**src/rtl/vault_pkg.sv**
```systemverilog
// Shared types, the absolute encoder code table and decode helpers for the
// rotary front-end of the vault.
package vault_pkg;

  localparam int NUM_POS = 24;

  typedef logic [4:0] pos_t;

  typedef struct packed {
    logic valid;
    pos_t pos;
  } decode_t;

  typedef enum logic [1:0] {
    MOVE_NONE,
    MOVE_CW,
    MOVE_CCW,
    MOVE_JUMP
  } move_t;

  typedef enum logic {
    ST_INIT,
    ST_TRACK
  } track_state_t;

  // Index is the dial position; codes are unique, so at most one entry matches.
  localparam logic [7:0] ENC_CODE [0:NUM_POS-1] = '{
    8'h7F, 8'h38, 8'h08, 8'h4F, 8'hBF, 8'h1C, 8'h04, 8'hA7,
    8'hDF, 8'h0E, 8'h02, 8'hD3, 8'hEF, 8'h07, 8'h01, 8'hE9,
    8'hF7, 8'h83, 8'h80, 8'hF4, 8'hFB, 8'hC1, 8'h40, 8'h7A
  };

  function automatic decode_t decode_code(input logic [7:0] code);
    decode_t res;
    res.valid = 1'b0;
    res.pos   = '0;
    for (int i = 0; i < NUM_POS; i++) begin
      if (ENC_CODE[i] == code) begin
        res.valid = 1'b1;
        res.pos   = pos_t'(i);
      end
    end
    return res;
  endfunction

  // Distance (to - from) mod 24, reduced to the kind of move it represents.
  function automatic move_t classify_move(input pos_t to_pos, input pos_t from_pos);
    logic [5:0] diff;
    diff = {1'b0, to_pos} + 6'd24 - {1'b0, from_pos};
    if (diff >= 6'd24) diff = diff - 6'd24;
    if (diff == 6'd0)       return MOVE_NONE;
    else if (diff == 6'd1)  return MOVE_CW;
    else if (diff == 6'd23) return MOVE_CCW;
    else                    return MOVE_JUMP;
  endfunction

endpackage

```
**src/rtl/encoder_sync_filter.sv**
```systemverilog
// Two-flop synchroniser for the raw encoder code followed by a stability
// filter that only flags a candidate after STABLE_CYCLES identical samples.
module encoder_sync_filter #(
  parameter int STABLE_CYCLES = 2
) (
  input  logic       clock,
  input  logic       reset,
  input  logic [7:0] re_in,
  output logic [7:0] cand,
  output logic       stable
);

  localparam logic [3:0] STABLE_N = 4'(STABLE_CYCLES);

  logic [7:0] s1;
  logic [7:0] s2;
  logic [3:0] cnt;

  always_ff @(posedge clock or posedge reset) begin
    if (reset) begin
      s1   <= '0;
      s2   <= '0;
      cand <= '0;
      cnt  <= '0;
    end else begin
      s1 <= re_in;
      s2 <= s1;
      if (s2 != cand) begin
        cand <= s2;
        cnt  <= 4'd1;
      end else if (cnt < STABLE_N) begin
        cnt <= cnt + 4'd1;
      end
    end
  end

  assign stable = (cnt == STABLE_N);

endmodule

```
**src/rtl/rotary_step_tracker.sv**
```systemverilog
// Turns the filtered encoder candidate into a dial position, single-cycle
// step/direction events and saturating direction-run bookkeeping.
module rotary_step_tracker
  import vault_pkg::*;
#(
  parameter int STABLE_CYCLES = 2,
  parameter int RUN_W         = 6
) (
  input  logic             clock,
  input  logic             reset,
  input  logic [7:0]       re_in,
  output logic [4:0]       position,
  output logic             pos_valid,
  output logic             step_cw,
  output logic             step_ccw,
  output logic             step_err,
  output logic             bad_code,
  output logic             dir,
  output logic [RUN_W-1:0] run_len,
  output logic             dir_change,
  output logic [RUN_W-1:0] last_run
);

  localparam logic [RUN_W-1:0] RUN_MAX = '1;
  localparam logic [RUN_W-1:0] RUN_ONE = RUN_W'(1);

  logic [7:0]       cand;
  logic             stable;
  decode_t          dec;
  move_t            move;
  logic [RUN_W-1:0] run_inc;
  track_state_t     state;

  encoder_sync_filter #(
    .STABLE_CYCLES(STABLE_CYCLES)
  ) u_filter (
    .clock (clock),
    .reset (reset),
    .re_in (re_in),
    .cand  (cand),
    .stable(stable)
  );

  assign dec     = decode_code(cand);
  assign move    = classify_move(dec.pos, position);
  assign run_inc = (run_len == RUN_MAX) ? run_len : run_len + RUN_ONE;

  // Once position follows an accepted code, the move reads as MOVE_NONE,
  // so each accepted change fires exactly one event.
  always_ff @(posedge clock or posedge reset) begin
    if (reset) begin
      state      <= ST_INIT;
      position   <= '0;
      pos_valid  <= 1'b0;
      step_cw    <= 1'b0;
      step_ccw   <= 1'b0;
      step_err   <= 1'b0;
      bad_code   <= 1'b0;
      dir        <= 1'b0;
      run_len    <= '0;
      dir_change <= 1'b0;
      last_run   <= '0;
    end else begin
      step_cw    <= 1'b0;
      step_ccw   <= 1'b0;
      step_err   <= 1'b0;
      dir_change <= 1'b0;
      bad_code   <= stable && !dec.valid;
      case (state)
        ST_INIT: begin
          if (stable && dec.valid) begin
            position  <= dec.pos;
            pos_valid <= 1'b1;
            state     <= ST_TRACK;
          end
        end
        ST_TRACK: begin
          if (stable && dec.valid) begin
            case (move)
              MOVE_CW: begin
                step_cw  <= 1'b1;
                position <= dec.pos;
                dir      <= 1'b1;
                if (run_len == '0 || dir) begin
                  run_len <= run_inc;
                end else begin
                  dir_change <= 1'b1;
                  last_run   <= run_len;
                  run_len    <= RUN_ONE;
                end
              end
              MOVE_CCW: begin
                step_ccw <= 1'b1;
                position <= dec.pos;
                dir      <= 1'b0;
                if (run_len == '0 || !dir) begin
                  run_len <= run_inc;
                end else begin
                  dir_change <= 1'b1;
                  last_run   <= run_len;
                  run_len    <= RUN_ONE;
                end
              end
              MOVE_JUMP: begin
                step_err <= 1'b1;
                position <= dec.pos;
                run_len  <= '0;
              end
              default: ;
            endcase
          end
        end
        default: state <= ST_INIT;
      endcase
    end
  end

endmodule

```
**config.mk**
```make
export PLATFORM = sky130hd
export DESIGN_NAME = rotary_step_tracker
export DESIGN_NICKNAME = d
export VERILOG_FILES = /design/src/rtl/vault_pkg.sv /design/src/rtl/encoder_sync_filter.sv /design/src/rtl/rotary_step_tracker.sv
export SDC_FILE = /design/constraint.sdc
export NUM_CORES = 1
export LEC_CHECK = 0
export ABC_AREA = 1
export CAP_MARGIN = 20
export CELL_PAD_IN_SITES_DETAIL_PLACEMENT = 0
export CELL_PAD_IN_SITES_GLOBAL_PLACEMENT = 1
export CORE_ASPECT_RATIO = 1.25
export CORE_UTILIZATION = 47
export CTS_BUF_LIST = sky130_fd_sc_hd__clkbuf_4
export CTS_CLUSTER_DIAMETER = 60
export DETAILED_ROUTE_END_ITERATION = 6
export GPL_ROUTABILITY_DRIVEN = 0
export PLACE_DENSITY_LB_ADDON = 0.2
export RECOVER_POWER = 100
export SYNTH_ARGS = -nofsm -noshare
export SYNTH_HDL_FRONTEND = slang
export SYNTH_SLANG_ARGS = --single-unit
export TNS_END_PERCENT = 20
```
**constraint.sdc**
```tcl
create_clock -name clock -period 13.59 [get_ports clock]
set_input_delay 2.718 -clock clock [delete_from_list [all_inputs] [get_ports clock]]
set_output_delay 2.718 -clock clock [all_outputs]
set_load 0.005 [all_outputs]
```
# Word-level counts from Yosys, hierarchy flattened
# Cells that the tools add are included.
[word_totals] reg_bits=53 in_bits=10 output_inout_bits=24 wordCells=135
[op_classes] addsub=5 n_lt_le_gt_ge=2 n_eq_ne=37 n_mux=58 n_bitwise=1 n_reduce_logical=17
[ops] operator="$mux 6" count=30
[ops] operator="$eq 8x8->1 const A" count=12
[ops] operator="$eq 7x8->1 const A" count=4
[ops] operator="$pmux 6 s3" count=1
[ops] operator="$eq 3x8->1 const A" count=2
[ops] operator="$eq 4x8->1 const A" count=2
[ops] operator="$mux 1" count=16
[ops] operator="$mux 5" count=3
[ops] operator="$logic_not 6->1" count=2
[ops] operator="$pmux 6 s2" count=1
[ops] operator="$pmux 5 s2" count=1
[ops] operator="$reduce_and 3->1" count=3
[ops] operator="$eq 1x8->1 const A" count=1
[ops] operator="$eq 2x8->1 const A" count=1
[ops] operator="$eq 5x8->1 const A" count=1
[ops] operator="$eq 6x8->1 const A" count=1
[ops] operator="$mux 4" count=2
[ops] operator="$ne 2x2->1 const B" count=4
[ops] operator="$ne 8x8->1" count=1
[ops] operator="$add 5x5->6 const B" count=1
[ops] operator="$add 6x1->6 const B" count=1
[ops] operator="$eq 6x1->1 const B" count=1
[ops] operator="$eq 6x5->1 const B" count=1
[ops] operator="$eq 6x6->1 const B" count=1
[ops] operator="other kinds (20)" count=27

# Depth between registers and ports, before layout
# Gate-level depths: netlist (run 1).
[depth] depth_word=38 depth_mapped=33 mapped_depth_nobuf=32

# Cells and area by module
# A second synthesis (run 1) with hierarchy kept.
[unflattened] hier_cells=410 area_unflattened_um2=3084.2
[by_module_without_submodules] mod="rotary_step_tracker" n_inst=1 cells_each=327 area_each_um2=2115.8 seq_area_each_um2=625.6
[by_module_without_submodules] mod="encoder_sync_filter" n_inst=1 cells_each=83 area_each_um2=968.4 seq_area_each_um2=700.7

# Worst setup path before layout (run 1)
# Ideal clock, no wire load.
[synth_path] kind="reg2reg" start="reg u_filter.cand[5]" end="reg run_len[1]" setup_ps=66 arrival_time_ps=4380 t_required_ps=13524 slack_ps=9144 stages_incl_launch_ff=28 path_buffers=1 synth_period_minus_slack_ps=4446 cell_sequence="dfrtp_1 buf_6 inv_1 nand2_1 nor2_1 a21oi_1 nand3_1 nor3_1 nand2_1 nor2_1 inv_1 ha_1 ha_1 fa_1 xor2_1 ha_1 o21ai_0 nand2_1 nor3_1 inv_1 ha_1 nor2_1 inv_1 o21ai_0 inv_1 a211oi_1 nand3_1 nand2_1"
[synth_rtl] element="start, declared" line="encoder_sync_filter.sv:9" rtl="output logic [7:0] cand,"
[synth_rtl] element="start signal, assigned" line="encoder_sync_filter.sv:23" rtl="cand <= '0;"
[synth_rtl] element="start signal, assigned" line="encoder_sync_filter.sv:29" rtl="cand <= s2;"
[synth_rtl] element="end signal, assigned" line="rotary_step_tracker.sv:85" rtl="run_len <= run_inc;"
[synth_rtl] element="end signal, assigned" line="rotary_step_tracker.sv:97" rtl="run_len <= run_inc;"
[synth_rtl] element="end, declared" line="rotary_step_tracker.sv:19" rtl="output logic [RUN_W-1:0] run_len,"

==> results.md, run 1 <==
- Synth warn: 0
- Count leader, synth: nand2_1
- Worst-case clock skew: 0.0116 ns
- Register area: 0.00133 mm^2
- Initial cell density of the core: 0.493
- Layout cells sized above 1: 0.0971
- Hold buffer count at CTS: 0
- WP data arrival: approximately 5.6 ns
- CTS tree: yes
- Final Cycle Share: 0.392
- Reg clk slew, reported paths: 0.16 ns
- Clock root cell: clkbuf_4
- GRT overflow: 0
- Hold Path Depth: 0
- Number of antenna violations at the first check in global routing: 0
- Reg2reg path depth: 24
- CTS-repair resized insts: 0
- Syn_nets: 410
- Fmax: 0.188 GHz
- H-tree Lvls: 2
- Iteration-0 DRC Markers: 110
- Largest net degree at the start of global routing: 54
- Area Growth Syn to Fin: 13.0%
- Worst r2r src: u_filter.cand[1]
- Failing checks: max-capacitance violations, max-slew violations
- # Post-CTS Setup Buffers: 0
- RSZ-0062 raised after global routing: no
- CTS sink cnt: 53
- Cell taking the most area after synthesis: dfrtp_1
- DIE AREA: roughly 0.007 mm^2
- Crit path max fanout: 11
- Critical path required time: between 10 and 15 ns
- Final setup violating endpoints: 0
- Yosys cell types: 35
- Final ANT Viol Nets: 0
- Critical Path End Type: register
- Core area: between 0.006 and 0.007 mm^2
- Area of the multi-input gates: 0.00144 mm^2
- PortBufs: 33
- Yosys reg bits: 53
- Hold path start: u_filter.s1[6]
- Yosys top cell area share: 0.428
- Max VDD drop: 0.0000627 V
- Place WS: 8.42 ns
- Post-synth ARST share: 1.00
- Antenna cells: 0
- Most common flop cell mapped by yosys: dfrtp_1
- Slew headroom: -0.830
- CP bufs+invs: 4
- Final Max Slew Viols: 54
- Vias in the first global route: 2280
- Vias: between 2000 and 2500
- Status: complete, but fails checks
- Slowest cell delay on critical path: 0.48 ns
- Cell Chain, Critical Path: inv_1 -> nand2_1 -> nor3_1 -> a21oi_1 -> nand3_1 -> nor3_1 -> nand2_1 -> nor2_1 -> inv_1 -> ha_1 -> ha_1 -> fa_1 -> xor2_1 -> ha_1 -> o21ai_0 -> nand2_1 -> o21ai_0 -> inv_1 -> ha_1 -> inv_1 -> o21ai_0 -> nor3_1 -> nand3_1 -> o21ai_0
- Bufs on Longest Clock Path: 2
- DRT Pass-1 Iters: 5
- Synth cell count leaders: nand2_1, inv_1, dfrtp_1
- Worst Hold Endpoint: u_filter.s2[6]
- Post-Syn Area per Cell: 8.14 um^2
- DP HPWL: 4580 um
- Crit-path slowest cell: dfrtp_1
- Nets: 440
- Max Cap Violations: 1
- Leakage: 0.00186 uW
- First-pass GRT wire length: 10200 um
- Sum Neg Setup Slack: 0 ns
- Final worst slack: 8.26 ns
- Cts bufs inserted: 5
- Layout fillers: 622
- Pwr Density: 84.0 mW/mm^2
- Mean number of vias per cell: just under 5
- Routed wire length: slightly below 6000 um
- Final hold violation count: 0
- Total GRT Usage: 0.191
- Worst-skew pair later-pin latency: roughly 0.38 ns
- EDFF count, synth: 0
- Worst-margin pin slew: between 2 and 3 ns
- Drt drc: 0
- CP delay by family, top: adder cells
- Die width: 74.7 um
- Startpoint Class: register
- Die H: 92.8 um
- DR WL/cell: 11.8 um
- Row cnt: 32
- Sequential area share after synthesis: 0.428
- Flop2flop setup slack: 8.26 ns
- Min Tclk post-route: 5.33 ns
- Worst hold-check path type: register to register
- CP Class: register to register
- Post-synthesis cell count: 381
- Area contributors post-synth: dfrtp_1, nand2_1, ha_1
- R2r endpoint: last_run[5]
- Mapped Area: 0.00310 mm^2
- I/O pins: 34
final cells by class:
type	instances	area share
Clock buffer	5	0.0107
Sequential cell	53	0.378
Tap cell	85	0.0303
Multi-Input combinational cell	253	0.410
Clock inverter	3	0.00714
Inverter	64	0.0685
Timing Repair Buffer	34	0.0953
state kept, by name, summed over array words and instances (netlist names):
signal,count
run_len,6
state,1
u_filter.s2,8
step_cw,1
u_filter.cand,8
dir_change,1
pos_valid,1
dir,1
step_err,1
position,5
u_filter.s1,8
u_filter.cnt,4
bad_code,1
last_run,6
step_ccw,1
routing by layer:
layer  track usage  part of all wire
met1         0.238              0.45
met3        0.0283             0.025
met2         0.330              0.51
met4        0.0645             0.016
met5             0                 0
where the power goes:
part,switching [uW],internal [uW]
registers,2.85,161
logic,36.5,18.7
clock network,53.8,21.2
kinds of logic (layout without fill, tap and decap cells):
family / count (synthesis) / count (layout) / share of synthesized area
xor+xnor: 13 / 13 / 0.0391
flops: 53 / 53 / 0.428
compound gates: 36 / 36 / 0.0718
buf+inv: 75 / 106 / 0.0980
fa+ha+maj: 19 / 19 / 0.0791
simple gates: 185 / 185 / 0.284
layout by cell type, fill, tap and decap left out, types with 2 or more instances in the layout:
cell type / Yosys / layout
clkbuf_4: 0 / 5
nand2_2: 11 / 10
nand3_2: 4 / 2
o21ai_0: 8 / 16
a21oi_1: 11 / 11
nand4_1: 5 / 5
ha_1: 18 / 18
nand2_1: 79 / 80
inv_1: 59 / 58
o31ai_1: 2 / 2
nor3_1: 17 / 17
nor2_4: 3 / 2
xnor2_1: 8 / 8
nand3b_1: 2 / 2
inv_2: 5 / 5
nor2_2: 7 / 7
dfrtp_1: 53 / 53
nand3_1: 21 / 23
and3_1: 2 / 2
dlygate4sd3_1: 0 / 33
xor2_1: 4 / 4
nor2_1: 31 / 32
metrics by stage:
| step | cells | area (um^2) | hold WS [ns] | util | power, uW |
|---|---|---|---|---|---|
| after CTS | 497 | 3540 | 0.371 | 0.564 | 298 |
| after detailed placement | 489 | 3480 | 0.335 | 0.554 | 223 |
| after floorplan | 381 | 3100 | 0.331 | - | 211 |
| after global routing | 497 | 3510 | 0.379 | 0.558 | 311 |
| after global placement | 489 | 3480 | 0.332 | 0.554 | 223 |
| final | 497 | 3510 | 0.368 | 0.558 | 295 |
worst max-delay path by stage:
stage,from,end,cells after the start
4_1_cts,u_filter.cand[1],last_run[4],25
5_1_grt,reset,last_run[2],3
3_3_place_gp,u_filter.cand[5],last_run[4],25
3_5_place_dp,u_filter.cand[1],last_run[4],25
6_report,u_filter.cand[1],last_run[5],24
2_1_floorplan,u_filter.cand[5],run_len[1],27
Power figures use the tool's default switching activity.
==> run 2: changes to the inputs <==
--- a/config.mk
+++ b/config.mk
@@ -10,7 +10,7 @@
 export CELL_PAD_IN_SITES_DETAIL_PLACEMENT = 0
 export CELL_PAD_IN_SITES_GLOBAL_PLACEMENT = 1
 export CORE_ASPECT_RATIO = 1.25
-export CORE_UTILIZATION = 47
+export CORE_UTILIZATION = 39
 export CTS_BUF_LIST = sky130_fd_sc_hd__clkbuf_4
 export CTS_CLUSTER_DIAMETER = 60
 export DETAILED_ROUTE_END_ITERATION = 6
==> constraint.sdc (replaced) <==
create_clock -name clock -period 4.3 [get_ports clock]
set_input_delay 0.86 -clock clock [delete_from_list [all_inputs] [get_ports clock]]
set_output_delay 0.86 -clock clock [all_outputs]
set_load 0.005 [all_outputs]
==> results.md, run 2 (synthesized netlist as in run 1, its figures left out) <==
- Power Total: 1090 uW (+270%)
- Final worst slack: -0.0220 ns (-8.28 ns)
- Worst r2r src: u_filter.cand[7]
- Fmax: 0.231 GHz (+23%)
- CTS sink cnt: 53 (unchanged)
- Largest net degree at the start of global routing: 38 (-30%)
- Reg clk slew, reported paths: 0.17 ns (about the same)
- Reg2reg path depth: 26 (+8.3%)
- Layout cells sized above 1: 0.352 (+0.255)
- Drt drc: 0 (unchanged)
- Total GRT Usage: 0.177 (-0.0142)
- Final Max Slew Viols: 0 (-100%)
- RSZ-0062 raised after global routing: yes
- Sum Neg Setup Slack: -0.0792 ns (-0.0792 ns)
- Vias: 2690 (+12%)
- WP data arrival: 4.61 ns (-1.02 ns)
- GRT overflow: 0 (unchanged)
- Pwr Density: 252 mW/mm^2 (+200%)
- Final std cells w/o fill: 569 (+14%)
- Core area: 0.00775 mm^2 (+23%)
- Bufs on Longest Clock Path: 2 (unchanged)
- Cts bufs inserted: 5 (unchanged)
- Hold buffer count at CTS: 0 (unchanged)
- Critical path required time: 4.59 ns (-9.30 ns)
- DIE AREA: 0.00832 mm^2 (+20%)
- DP HPWL: 5140 um (+12%)
- Number of antenna violations at the first check in global routing: 0 (unchanged)
- Antenna cells: 0 (unchanged)
- Hold Path Depth: 0 (unchanged)
- CTS tree: yes
- Routed wire length: 6910 um (+18%)
- Commonest non-fill, non-tap cells in the layout: nand2_1, buf_4, inv_1, dfrtp_1, nor2_1
- PortBufs: 33 (unchanged)
- Max Cap Violations: 0 (-1)
- I/O pins: 34 (unchanged)
- DRT Pass-1 Iters: 4 (-1)
- Biggest regs: u_filter.cand: 8 flops, u_filter.s1: 8 flops, u_filter.s2: 8 flops
- Worst-skew pair later-pin latency: 0.38 ns (about the same)
- Area Growth Syn to Fin: 39.5%
- Min Tclk post-route: 4.32 ns (-1.01 ns)
- Die H: 102 um (+9.6%)
- Failing checks: negative setup slack
- Final ANT Viol Nets: 0 (unchanged)
- Place WS: -0.275 ns (-8.70 ns)
- Row cnt: 36 (+13%)
- Die width: 81.8 um (+9.5%)
- Clock root cell: clkbuf_4
- CP Class: register to register
- Most common cell after layout, fill and taps aside: nand2_1
- Nets: 502 (+14%)
- Max VDD drop: 0.000171 V (+170%)
- Leakage: 0.00215 uW (+16%)
- R2r endpoint: last_run[4]
- Worst hold-check path type: register to register
- Worst Hold Endpoint: u_filter.s2[4]
- Startpoint Class: register
- DR WL/cell: 12.1 um (+3.2%)
- Crit path max fanout: 6 (-5)
- Mean number of vias per cell: 4.73 (-1.9%)
- Final setup violating endpoints: 6 (+6)
- Final hold violation count: 0 (unchanged)
- Critical Path End Type: register
- Worst-margin pin slew: 1.38 ns (-1.37 ns)
- Worst-case clock skew: 0.00768 ns (-0.00387 ns)
- First-pass GRT wire length: 11100 um (+9.5%)
- Final Cycle Share: 1.01 (+0.613)
- Initial cell density of the core: 0.400 (-0.0931)
- Hold path start: u_filter.s1[4]
- Iteration-0 DRC Markers: 77 (-30%)
- Vias in the first global route: 2540 (+11%)
- Flop2flop setup slack: -0.02 ns (-8.28 ns)
- H-tree Lvls: 2 (unchanged)
- Slew headroom: 0.0804 (+0.911)
- Status: complete, but fails checks
- Worst Hold Slack: 0.364 ns (-0.00374 ns)
- Placed insts: 548 (+12%)
[run 2: per-stage QoR]
stage	util	instance area, um^2
2_1_floorplan	-	3110
3_3_place_gp	0.502	3890
3_5_place_dp	0.502	3890
4_1_cts	0.522	4040
5_1_grt	0.559	4330
6_report	0.559	4330
[run 2: final cells by class]
class                           count  area, um^2
Fill cell                         740        3420
Multi-Input combinational cell    253        1730
Sequential cell                    53        1330
Timing Repair Buffer               96         845
Inverter                           64         240
Tap cell                           95         119
Clock buffer                        5        37.5
Clock inverter                      3        26.3
[run 2: routing by layer]
metal,up-vias,GRT usage,wire (um),share of wire
met3,16,0.0297,226,0.033
met1,1244,0.218,3050,0.44
li1,1374,-,-,-
met2,56,0.304,3440,0.50
met4,0,0.0675,193,0.028
met5,-,0,0,0
[run 2: worst max-delay path by stage]
stage,from,endpoint,slack [ns],cells after the start
2_1_floorplan,u_filter.cand[5],run_len[1],0.004,27
4_1_cts,u_filter.cand[5],last_run[4],-0.06,28
6_report,u_filter.cand[7],last_run[4],-0.02,26
3_5_place_dp,u_filter.cand[5],run_len[1],-0.28,31
3_3_place_gp,u_filter.cand[5],run_len[1],-0.18,27
5_1_grt,u_filter.cand[2],run_len[1],-0.36,32
[run 2: what timing repair did]
item,in CTS,in global routing
endpoints found under the setup margin,11,19
resized for setup,19,54
pin swaps,11,25
cloned,0,1
buffers inserted,5,7
[run 2: critical path: stages, from the launching register on]
cell	delay, ns
dfrtp_1	0.45
buf_4	0.15
nor2_1	0.12
nand2_2	0.09
buf_4	0.15
nor3_2	0.13
a21oi_1	0.07
nand3_2	0.11
a21oi_2	0.05
ha_1	0.27
inv_1	0.04
ha_1	0.32
a21oi_1	0.13
nand2_1	0.09
xor2_2	0.17
ha_2	0.30
o21ai_2	0.17
nand2_2	0.10
nor3_4	0.21
buf_4	0.14
ha_2	0.26
nor3_1	0.14
buf_4	0.16
nand3_4	0.11
buf_12	0.18
nand2_2	0.06
o21ai_2	0.05
[run 2: power by group]
| part | switching, uW | total, uW | internal, uW |
|---|---|---|---|
| combinational | 167 | 327 | 161 |
| sequential | 9.36 | 520 | 510 |
| clock | 174 | 243 | 68.5 |
==> run 3: changes to the inputs <==
--- a/config.mk
+++ b/config.mk
@@ -13,6 +13,7 @@
 export CORE_UTILIZATION = 39
 export CTS_BUF_LIST = sky130_fd_sc_hd__clkbuf_4
 export CTS_CLUSTER_DIAMETER = 60
+export CTS_CLUSTER_SIZE = 12
 export DETAILED_ROUTE_END_ITERATION = 6
 export GPL_ROUTABILITY_DRIVEN = 0
 export PLACE_DENSITY_LB_ADDON = 0.2
==> results of run 3 <==
The final DEF is identical to that of run 2; final timing and power are the same.
